[src/rtl/clk_div_pkg.sv]
// Shared definitions for the board clock divider controller.
//   state_t      : controller sequencing states
//   CNT_W_DEF    : default width of the divide counter / terminal count
//   DIV_*        : half-period terminal counts for a 100 MHz input clock
//                  (half-period = div + 1 input cycles)
package clk_div_pkg;

  typedef enum logic [1:0] {
    ST_IDLE,
    ST_RUN,
    ST_STOP
  } state_t;

  localparam int unsigned CNT_W_DEF = 17;

  localparam int unsigned DIV_1MHZ = 49;
  localparam int unsigned DIV_1KHZ = 49_999;
  // Needs CNT_W >= 26.
  localparam int unsigned DIV_1HZ  = 49_999_999;

endpackage

[src/rtl/clk_div_ctrl_div_counter.sv]
// Divide counter with terminal-count compare and divided-clock toggle.
//   clk, reset : system clock, synchronous active-high reset
//   run        : 1 = count, 0 = hold counter/clk_out/tick at 0
//   div        : terminal count (half-period = div + 1 cycles)
//   clk_out    : registered divided clock
//   tick       : registered one-cycle pulse alongside each clk_out edge
//   terminal   : counter is at the terminal count this cycle
//   falling    : terminal count while clk_out is high (clk_out about to fall)
module div_counter #(
  parameter int unsigned CNT_W = 17
) (
  input  logic             clk,
  input  logic             reset,
  input  logic             run,
  input  logic [CNT_W-1:0] div,
  output logic             clk_out,
  output logic             tick,
  output logic             terminal,
  output logic             falling
);

  logic [CNT_W-1:0] count;

  assign terminal = (count == div);
  assign falling  = terminal && clk_out;

  always_ff @(posedge clk) begin
    if (reset || !run) begin
      count   <= '0;
      clk_out <= 1'b0;
      tick    <= 1'b0;
    end else if (terminal) begin
      count   <= '0;
      clk_out <= ~clk_out;
      tick    <= 1'b1;
    end else begin
      count   <= count + CNT_W'(1);
      tick    <= 1'b0;
    end
  end

endmodule

[src/rtl/clk_div_ctrl.sv]
// Run-time controller for the board clock divider.
// Starts/stops the divided clock on full-period boundaries and accepts new
// divide ratios over a valid/ready handshake, applying them only when
// clk_out falls so every clk_out period uses a single ratio.
//   clk, reset : system clock, synchronous active-high reset
//   en         : 1 = run divided clock, 0 = stop at next falling boundary
//   cfg_valid  : new terminal count offered
//   cfg_div    : new terminal count
//   cfg_ready  : controller can accept a config
//   clk_out    : divided clock, period 2*(div+1) cycles
//   tick       : one-cycle pulse on every clk_out edge
//   running    : controller is not idle
//   active_div : terminal count currently in use
module clk_div_ctrl
  import clk_div_pkg::*;
#(
  parameter int unsigned CNT_W       = CNT_W_DEF,
  parameter int unsigned DEFAULT_DIV = DIV_1KHZ
) (
  input  logic             clk,
  input  logic             reset,
  input  logic             en,
  input  logic             cfg_valid,
  input  logic [CNT_W-1:0] cfg_div,
  output logic             cfg_ready,
  output logic             clk_out,
  output logic             tick,
  output logic             running,
  output logic [CNT_W-1:0] active_div
);

  state_t           state;
  state_t           next_state;
  logic             run;
  logic             terminal;
  logic             falling;
  logic             xfer;
  logic [CNT_W-1:0] pend_div;
  logic             pend_flag;

  assign run  = (state != ST_IDLE);
  assign xfer = cfg_valid && cfg_ready;

  div_counter #(
    .CNT_W (CNT_W)
  ) u_div_counter (
    .clk      (clk),
    .reset    (reset),
    .run      (run),
    .div      (active_div),
    .clk_out  (clk_out),
    .tick     (tick),
    .terminal (terminal),
    .falling  (falling)
  );

  always_ff @(posedge clk) begin
    if (reset) begin
      state   <= ST_IDLE;
      running <= 1'b0;
    end else begin
      state   <= next_state;
      running <= (next_state != ST_IDLE);
    end
  end

  // en=1 in STOP wins over a coincident falling boundary: the clock keeps
  // running rather than stopping and restarting.
  always_comb begin
    next_state = state;
    case (state)
      ST_IDLE: if (en) next_state = ST_RUN;
      ST_RUN:  if (!en) next_state = ST_STOP;
      ST_STOP: begin
        if (en)           next_state = ST_RUN;
        else if (falling) next_state = ST_IDLE;
      end
      default: next_state = ST_IDLE;
    endcase
  end

  // cfg_ready is low exactly while a pending ratio is held, so a transfer
  // never coincides with a pending apply; a transfer on a falling boundary
  // therefore waits for the following one.
  always_ff @(posedge clk) begin
    if (reset) begin
      active_div <= CNT_W'(DEFAULT_DIV);
      pend_div   <= '0;
      pend_flag  <= 1'b0;
      cfg_ready  <= 1'b1;
    end else begin
      if (run && falling && pend_flag) begin
        active_div <= pend_div;
        pend_flag  <= 1'b0;
        cfg_ready  <= 1'b1;
      end
      if (xfer) begin
        if (state == ST_IDLE) begin
          active_div <= cfg_div;
        end else begin
          pend_div  <= cfg_div;
          pend_flag <= 1'b1;
          cfg_ready <= 1'b0;
        end
      end
    end
  end

  // terminal is folded into falling; kept visible for debug probing.
  logic unused_terminal;
  assign unused_terminal = terminal;

endmodule

[config.mk]
export PLATFORM = sky130hd
export DESIGN_NAME = clk_div_ctrl
export DESIGN_NICKNAME = d
export VERILOG_FILES = /design/src/rtl/clk_div_pkg.sv /design/src/rtl/clk_div_ctrl_div_counter.sv /design/src/rtl/clk_div_ctrl.sv
export SDC_FILE = /design/constraint.sdc
export NUM_CORES = 1
export LEC_CHECK = 0
export ABC_AREA = 1
export BUFFER_PORTS_ARGS = -buffer_cell sky130_fd_sc_hd__buf_2
export CAP_MARGIN = 20
export CELL_PAD_IN_SITES_DETAIL_PLACEMENT = 1
export CELL_PAD_IN_SITES_GLOBAL_PLACEMENT = 1
export CORE_MARGIN = 2
export CORE_UTILIZATION = 44
export CTS_BUF_LIST = sky130_fd_sc_hd__clkbuf_16
export DETAILED_ROUTE_END_ITERATION = 8
export PLACE_DENSITY_LB_ADDON = 0.08
export SKIP_CTS_REPAIR_TIMING = 1
export SYNTH_ARGS = -nofsm -noshare
export SYNTH_HDL_FRONTEND = slang
export SYNTH_SLANG_ARGS = --single-unit
[constraint.sdc]
create_clock -name clk -period 2.7 [get_ports clk]
set_input_delay 0.54 -clock clk [delete_from_list [all_inputs] [get_ports clk]]
set_output_delay 0.54 -clock clk [all_outputs]
set_load 0.05 [all_outputs]
==> results.md, run 1 <==
- Crit-path max FO: 27
- Final Cycle Share: approximately 73%
- Hold Path Cell Cnt: 2
- Area occupied by multi-input gates: 1530 µm²
- Syn Nets: 460
- Cell row count: 30
- Lkg Pwr: 1.71 nW
- Core Area: around 6700 µm²
- Via count: 2824
- Register area: 1160 µm²
- Dpl hpwl: 5920 µm
- Clock Skew: roughly 0.0037 ns
- Filler cells: 903
- Worst skew pair latency: 0.32 ns
- Pwr Density: approximately 700 nW/µm²
- R2R setup slack: ~0.72 ns
- Synth Area per Inst: 6.91 µm²
- Worst Setup Start Kind: register
- Grt ovf: 0
- Die Wd: 86.9 µm
- Cell count after synthesis: roughly 440
- Crit path max-delay family: simple AND/OR/NAND/NOR gates
- CP max stage cell: nand4_4
- Hold path endpoint: pend_flag
- Non-Filler Instances: 567
- Ys flop type: dfxtp_1
- Worst Reg-to-Reg Cells: 10
- Largest net degree at the start of global routing: 36
- Vias per cell: around 5.0
- Placed Cells: 551
- Post-synth EDFFs: 0
- CTS tree: built
- Die Span Y: 86.9 µm
- Peak supply drop: 0.352 mV
- Least-Margin Pin Slew: 0.845 ns
- Clock tree root buffer cell: clkbuf_16
- Vias in the first global route: 2866
- Sequential area share after synthesis: 38.4%
- Total die area: 7560 µm²
- Synth cell types: 37
- CP Buf/Inv Count: 1
- Area grow syn2layout: 18.1%
- Highest clock rate: 505 MHz
- Worst setup EP type: register
- Nets: 504
- Reg2reg end: active_div[7]
- IO Count: 42
- Worst hold path type: in -> reg
- Setup_tns: 0 ns
- Antenna Nets Post-Route: 0
- Final Hold Fails: 0
- Setup Viol. Count Final: 0
- N_diodes: 0
- Share of layout cells above drive strength 1: 21.8%
- Commonest non-fill, non-tap cell in the layout: nand2_1
- TritonRoute pass-1 iters: 4
- RSZ-0062 raised after global routing: no
- GRT busiest layer: met2
- Met2 Track Usage GR: 39.5%
- Commonest non-fill, non-tap cells in the layout: nand2_1, nor2_1, dfxtp_1
- H-Tree Depth: 3
- Wire length per cell: 14.4 µm
- Max Buffers Root-to-Sink: 2
- Max Slew Vio Count: 0
- Fin crit period: 1.98 ns
- Clock Pin Slew Worst Setup and Hold Paths: 0.05 ns
- Hold slack: around 0.45 ns
- Clock sink total: 58
- Port Buffers: 41
- Initial Utilization: 45.0%
- Met3 Track Usage GR: 5.50%
- Initial antenna violation count: 0
- HP Start: reset
- DRC viols: 0
- Number of DRC markers in iteration 0: 67
- CP Class: reg -> reg
- Max-Cap Viols: 0
- Syn. warnings: 0
- Routed WL: 8170 µm
- First-pass GRT wire length: roughly 14000 µm
- Rel. slew slack: a little over two fifths
- GR Layer Usage met1: 31.3%
- Worst EP required: 2.92 ns
- Register bit count reported by yosys: 58
- Crit-path cells: xnor2_1 -> nand2_2 -> nor2_4 -> nand3_2 -> nor2_4 -> nand4_4 -> nand2_1 -> nand3_1 -> nand2_1 -> inv_1
- Worst r2r src: u_div_counter.count[3]
- Total CTS buffers: 9
- Status: complete, no violations
- Gpl congestion: 0.838
- Worst Path Arrival: 2.20 ns
- Synth Cell Area: 3030 µm²
- Ys async rst share: 0%
- Crit-path max cell delay: 0.40 ns
- GRT Resource Usage Total: 23.9%
-- power by group --
part | internal, W | switching [W] | leakage, nW | total [W]
combinational | 0.000103 | 0.000238 | 1.09 | 0.000342
clock | 0.000795 | 0.000391 | 0.148 | 0.00119
sequential | 0.000903 | 0.0000471 | 0.475 | 0.000950
total | 0.00180 | 0.000677 | 1.71 | 0.00248
-- sequential cells by signal, summed over array words and instances, names as in the netlist --
name,count
pend_div,17
running,1
u_div_counter.tick,1
cfg_ready,1
u_div_counter.clk_out,1
u_div_counter.count,17
state,2
active_div,17
pend_flag,1
-- Yosys cell counts, types with 3 or more instances --
cell	n	area, µm²
o21bai_2	9	101
a21oi_1	6	30.0
nand4_1	11	68.8
xnor2_1	6	52.6
clkbuf_1	3	11.3
nand2_1	109	409
inv_1	52	195
buf_6	4	45.0
inv_2	5	18.8
nor2_2	16	100
nand3_1	23	115
nand2_2	8	50.1
xor2_1	4	35.0
nor2_1	63	236
o21ai_0	29	145
dfxtp_1	58	1160
nor3_1	6	30.0
-- layer usage --
metal  vias up  share of wire [%]
met2        27                 49
met3         8                2.3
met5         -                  0
met4         0                1.5
li1       1456                  -
met1      1333                 47
-- worst max path at each step --
stage	start	end	slack (ns)	depth (start not counted)
final	u_div_counter.count[3]	active_div[7]	0.72	10
after global routing	u_div_counter.count[8]	active_div[5]	0.48	9
after CTS	u_div_counter.count[3]	active_div[5]	0.71	10
after detailed placement	cfg_valid	active_div[4]	0.73	8
after global placement	cfg_valid	active_div[5]	0.76	8
after floorplan	active_div[1]	active_div[13]	0.84	12
-- through the flow --
step / worst slack, ns / power [W] / cell area [µm²] / util, %
6_report: 0.721 / 0.00248 / 3580 / 53.2
2_1_floorplan: 0.839 / 0.00121 / 3030 / -
3_5_place_dp: 0.734 / 0.00131 / 3270 / 48.6
5_1_grt: 0.485 / 0.00258 / 3580 / 53.2
4_1_cts: 0.713 / 0.00250 / 3580 / 53.2
3_3_place_gp: 0.757 / 0.00130 / 3270 / 48.6
-- area by class of cell --
type / count / share of cell area [%]
multi-input combinational: 306 / 42.8
clock buffer: 9 / 6.30
sequential: 58 / 32.5
timing repair buffer: 47 / 7.00
tap: 80 / 2.80
inverter: 60 / 6.33
clock inverter: 7 / 2.34
-- cells by family after synthesis --
logic type / after synthesis / share of synthesized area, %
buf+inv: 74 / 11.1
flops: 58 / 38.4
fa+ha+maj: 1 / 0.413
xor+xnor: 10 / 2.89
compound gates: 48 / 9.92
simple gates: 247 / 37.3
No activity file was read; power rests on OpenSTA's default activity.
==> run 2, diff against run 1 <==
Settings changed: ABC_AREA 1 to 0, CORE_UTILIZATION 44 to 38.
Clock period 2.7 ns to 1.7 ns, I/O delays scaled along.
==> run 2 against run 1 <==
  * The run now ends with setup timing left
  * Core utilization is essentially flat
  * Synthesized cell count fell by 29%
  * Combinational power increased by 32%
  * Setup slack worse by 0.74 ns
  * Via count decreased by 13%
  * First-iteration DRC count decreased by 7.5%
  * Worst hold slack worse by 0.18 ns
  * Critical path depth is 3 lower
==> results.md, run 2 <==
- Status: finished, violations left
- Failing checks: setup timing
- Nets: 398 (-21%)
- Wire length per cell: 16.1 µm (+12%)
- Grt ovf: 0 (unchanged)
- Crit path max-delay family: simple AND/OR/NAND/NOR gates
- Number of DRC markers in iteration 0: 62 (-7.5%)
- Cell count after synthesis: 311 (-29%)
- Commonest non-fill, non-tap cells in the layout: dfxtp_1, buf_2, nand2_1
- GRT Resource Usage Total: 21.1% (-2.8 points)
- Rel. slew slack: 75.0% (+31 points)
- Fraction of the mapped netlist area in compound gates: 18.0% (+8.1 points)
- Total die area: 7730 µm² (+2.3%)
- Lkg Pwr: 1.36 nW (-20%)
- Via count: 2466 (-13%)
- Post-synth EDFFs: 0 (unchanged)
- Worst Path Arrival: 1.91 ns (-0.29 ns)
- Register bit count reported by yosys: 58 (unchanged)
- Synth cell count leaders: dfxtp_1, nand2_1, nor2_1
- First-pass GRT wire length: 12500 µm (-11%)
- Core Area: 6790 µm² (+1.1%)
- CP max stage cell: dfxtp_2
- Setup Viol. Count Final: 5 (+5)
- Synth cell types: 40 (+8.1%)
- Final Hold Fails: 0 (unchanged)
- Share of layout cells above drive strength 1: 34.6% (+13 points)
- Cell row count: 30 (unchanged)
- Placed Cells: 460 (-17%)
- Worst hold path type: in -> reg
- Sequential area share after synthesis: 43.4% (+5.0 points)
- Synth Area per Inst: 8.61 µm² (+25%)
- Area grow syn2layout: 35.1%
- Worst skew pair latency: 0.32 ns (about the same)
- Routed WL: 7660 µm (-6.2%)
- Max-Cap Viols: 0 (unchanged)
- Max Buffers Root-to-Sink: 2 (unchanged)
- Dpl hpwl: 5510 µm (-7.0%)
- Synth top area share: 43.4% (+5.0 points)
- N_diodes: 0 (unchanged)
- Antenna Nets Post-Route: 0 (unchanged)
- Worst EP required: 1.89 ns (-1.03 ns)
- Syn Nets: 333 (-28%)
- Synth Cell Area: 2680 µm² (-12%)
- Worst setup EP type: register
- Largest family of logic cells by synthesized area: simple AND/OR/NAND/NOR gates
- Ys async rst share: 0% (unchanged)
- Ys flop type: dfxtp_1
- Clock Skew: 0.00645 ns (+0.00275 ns)
- H-Tree Depth: 3 (unchanged)
- CP Class: reg -> reg
- Pwr Density: 1050 nW/µm² (+52%)
- Ranking of synthesized cells by area: dfxtp_1, xor2_1, nand2_1
- Simple-Gate Fraction of Synth Area: 23.6% (-14 points)
- CTS tree: built
- Vias per cell: 5.17 (+3.8%)
- Commonest non-fill, non-tap cell in the layout: dfxtp_1
- Gpl congestion: 0.755 (-10%)
- Largest net degree at the start of global routing: 38 (+5.6%)
- Final Cycle Share: 101% (+28 points)
- Post-synth top area cell: dfxtp_1
- Max Slew Vio Count: 0 (unchanged)
- Crit-path max cell delay: 0.35 ns (-0.05 ns)
- Biggest regs: active_div (17), pend_div (17), u_div_counter.count (17)
- Filler cells: 819 (-9.3%)
- RSZ-0062 raised after global routing: yes
- Port Buffers: 41 (unchanged)
- Initial Utilization: 39.4% (-5.6 points)
- Die Wd: 87.9 µm (+1.2%)
- Initial antenna violation count: 0 (unchanged)
- Xor/xnor share of the synthesized area: 10.5% (+7.6 points)
- Peak supply drop: 0.536 mV (+52%)
- Total CTS buffers: 9 (unchanged)
- Register area: 1200 µm² (+3.2%)
- TritonRoute pass-1 iters: 5 (+1)
- Crit-path cells: xor2_1 -> nor4_4 -> buf_4 -> nand3_2 -> buf_12 -> o32ai_1 -> a21oi_1
- Area occupied by multi-input gates: 1480 µm² (-3.4%)
- Final WS setup: -0.0236 ns (-0.745 ns)
- Fin crit period: 1.72 ns (-0.255 ns)
- IO Count: 42 (unchanged)
- R2R setup slack: -0.02 ns (-0.74 ns)
- Highest clock rate: 580 MHz (+15%)
- Least-Margin Pin Slew: 0.372 ns (-0.473 ns)
- DRC viols: 0 (unchanged)
- Clock tree root buffer cell: clkbuf_16
- Worst Setup Start Kind: register
- Crit-path max FO: 17 (-37%)
- Mux cell area share after synthesis: 0% (unchanged)
- Non-Filler Instances: 477 (-16%)
- Top-count cell post-synth: dfxtp_1
- CP Buf/Inv Count: 2 (+1)
- Die Span Y: 87.9 µm (+1.2%)
- Syn. warnings: 0 (unchanged)
- Clock Pin Slew Worst Setup and Hold Paths: 0.05 ns (about the same)
- Clock sink total: 58 (unchanged)
- Post-synthesis adder-cell area fraction: 0.467% (+0.054 points)
- Setup_tns: -0.0644 ns (-0.0644 ns)
- Vias in the first global route: 2518 (-12%)
[run 2: where the power goes]
group	total [W]	switching, W	internal (W)
sequential	0.00147	0.0000498	0.00142
combinational	0.000453	0.000306	0.000147
clock	0.00188	0.000617	0.00126
[run 2: final timing paths]
path / cells past startpoint / start / end
worst max-delay path: 7 / u_div_counter.count[3] / active_div[0]
worst min register to register: 2 / pend_div[3] / pend_div[3]
worst max register to register: 7 / u_div_counter.count[3] / active_div[0]
worst min-delay path: 3 / cfg_div[9] / pend_div[9]
[run 2: cell families (layout without fill, tap and decap cells)]
group           after synthesis  in the layout
fa+ha+maj                     1              1
compound gates               71             71
simple gates                125            125
flops                        58             58
xor+xnor                     32             32
buf+inv                      24             94
[run 2: per-layer routing]
layer,track usage (%),vias to the layer above,part of all wire [%]
met5,0,-,0
met3,4.81,9,2.6
met4,6.15,0,0.94
met1,27.5,1186,47
met2,35.1,34,50
li1,-,1237,-
[run 2: final cells by class]
type,instances,share of cell area [%]
clock buffers,9,6.22
multi-input cells,229,40.8
repair buffers,75,13.9
well taps,96,3.32
flip-flops and latches,58,33.1
inverters,3,0.311
clock inverters,7,2.35
[run 2: tightest hold or removal path, cell delays in order]
cell	delay, ns
buf_2	0.10
nand2_1	0.05
a21oi_1	0.05
[run 2: metrics by stage]
step                setup slack [ns]  instance area (µm²)  hold WS [ns]  total power [W]  util [%]
floorplan                    0.00106                 2720         0.433          0.00178         -
global placement             -0.0653                 3230         0.441          0.00194      47.6
detailed placement           -0.0321                 3230         0.446          0.00195      47.6
CTS                          -0.0714                 3540         0.256          0.00384      52.2
global route                  -0.153                 3620         0.271          0.00395      53.3
finish                       -0.0236                 3620         0.264          0.00381      53.3
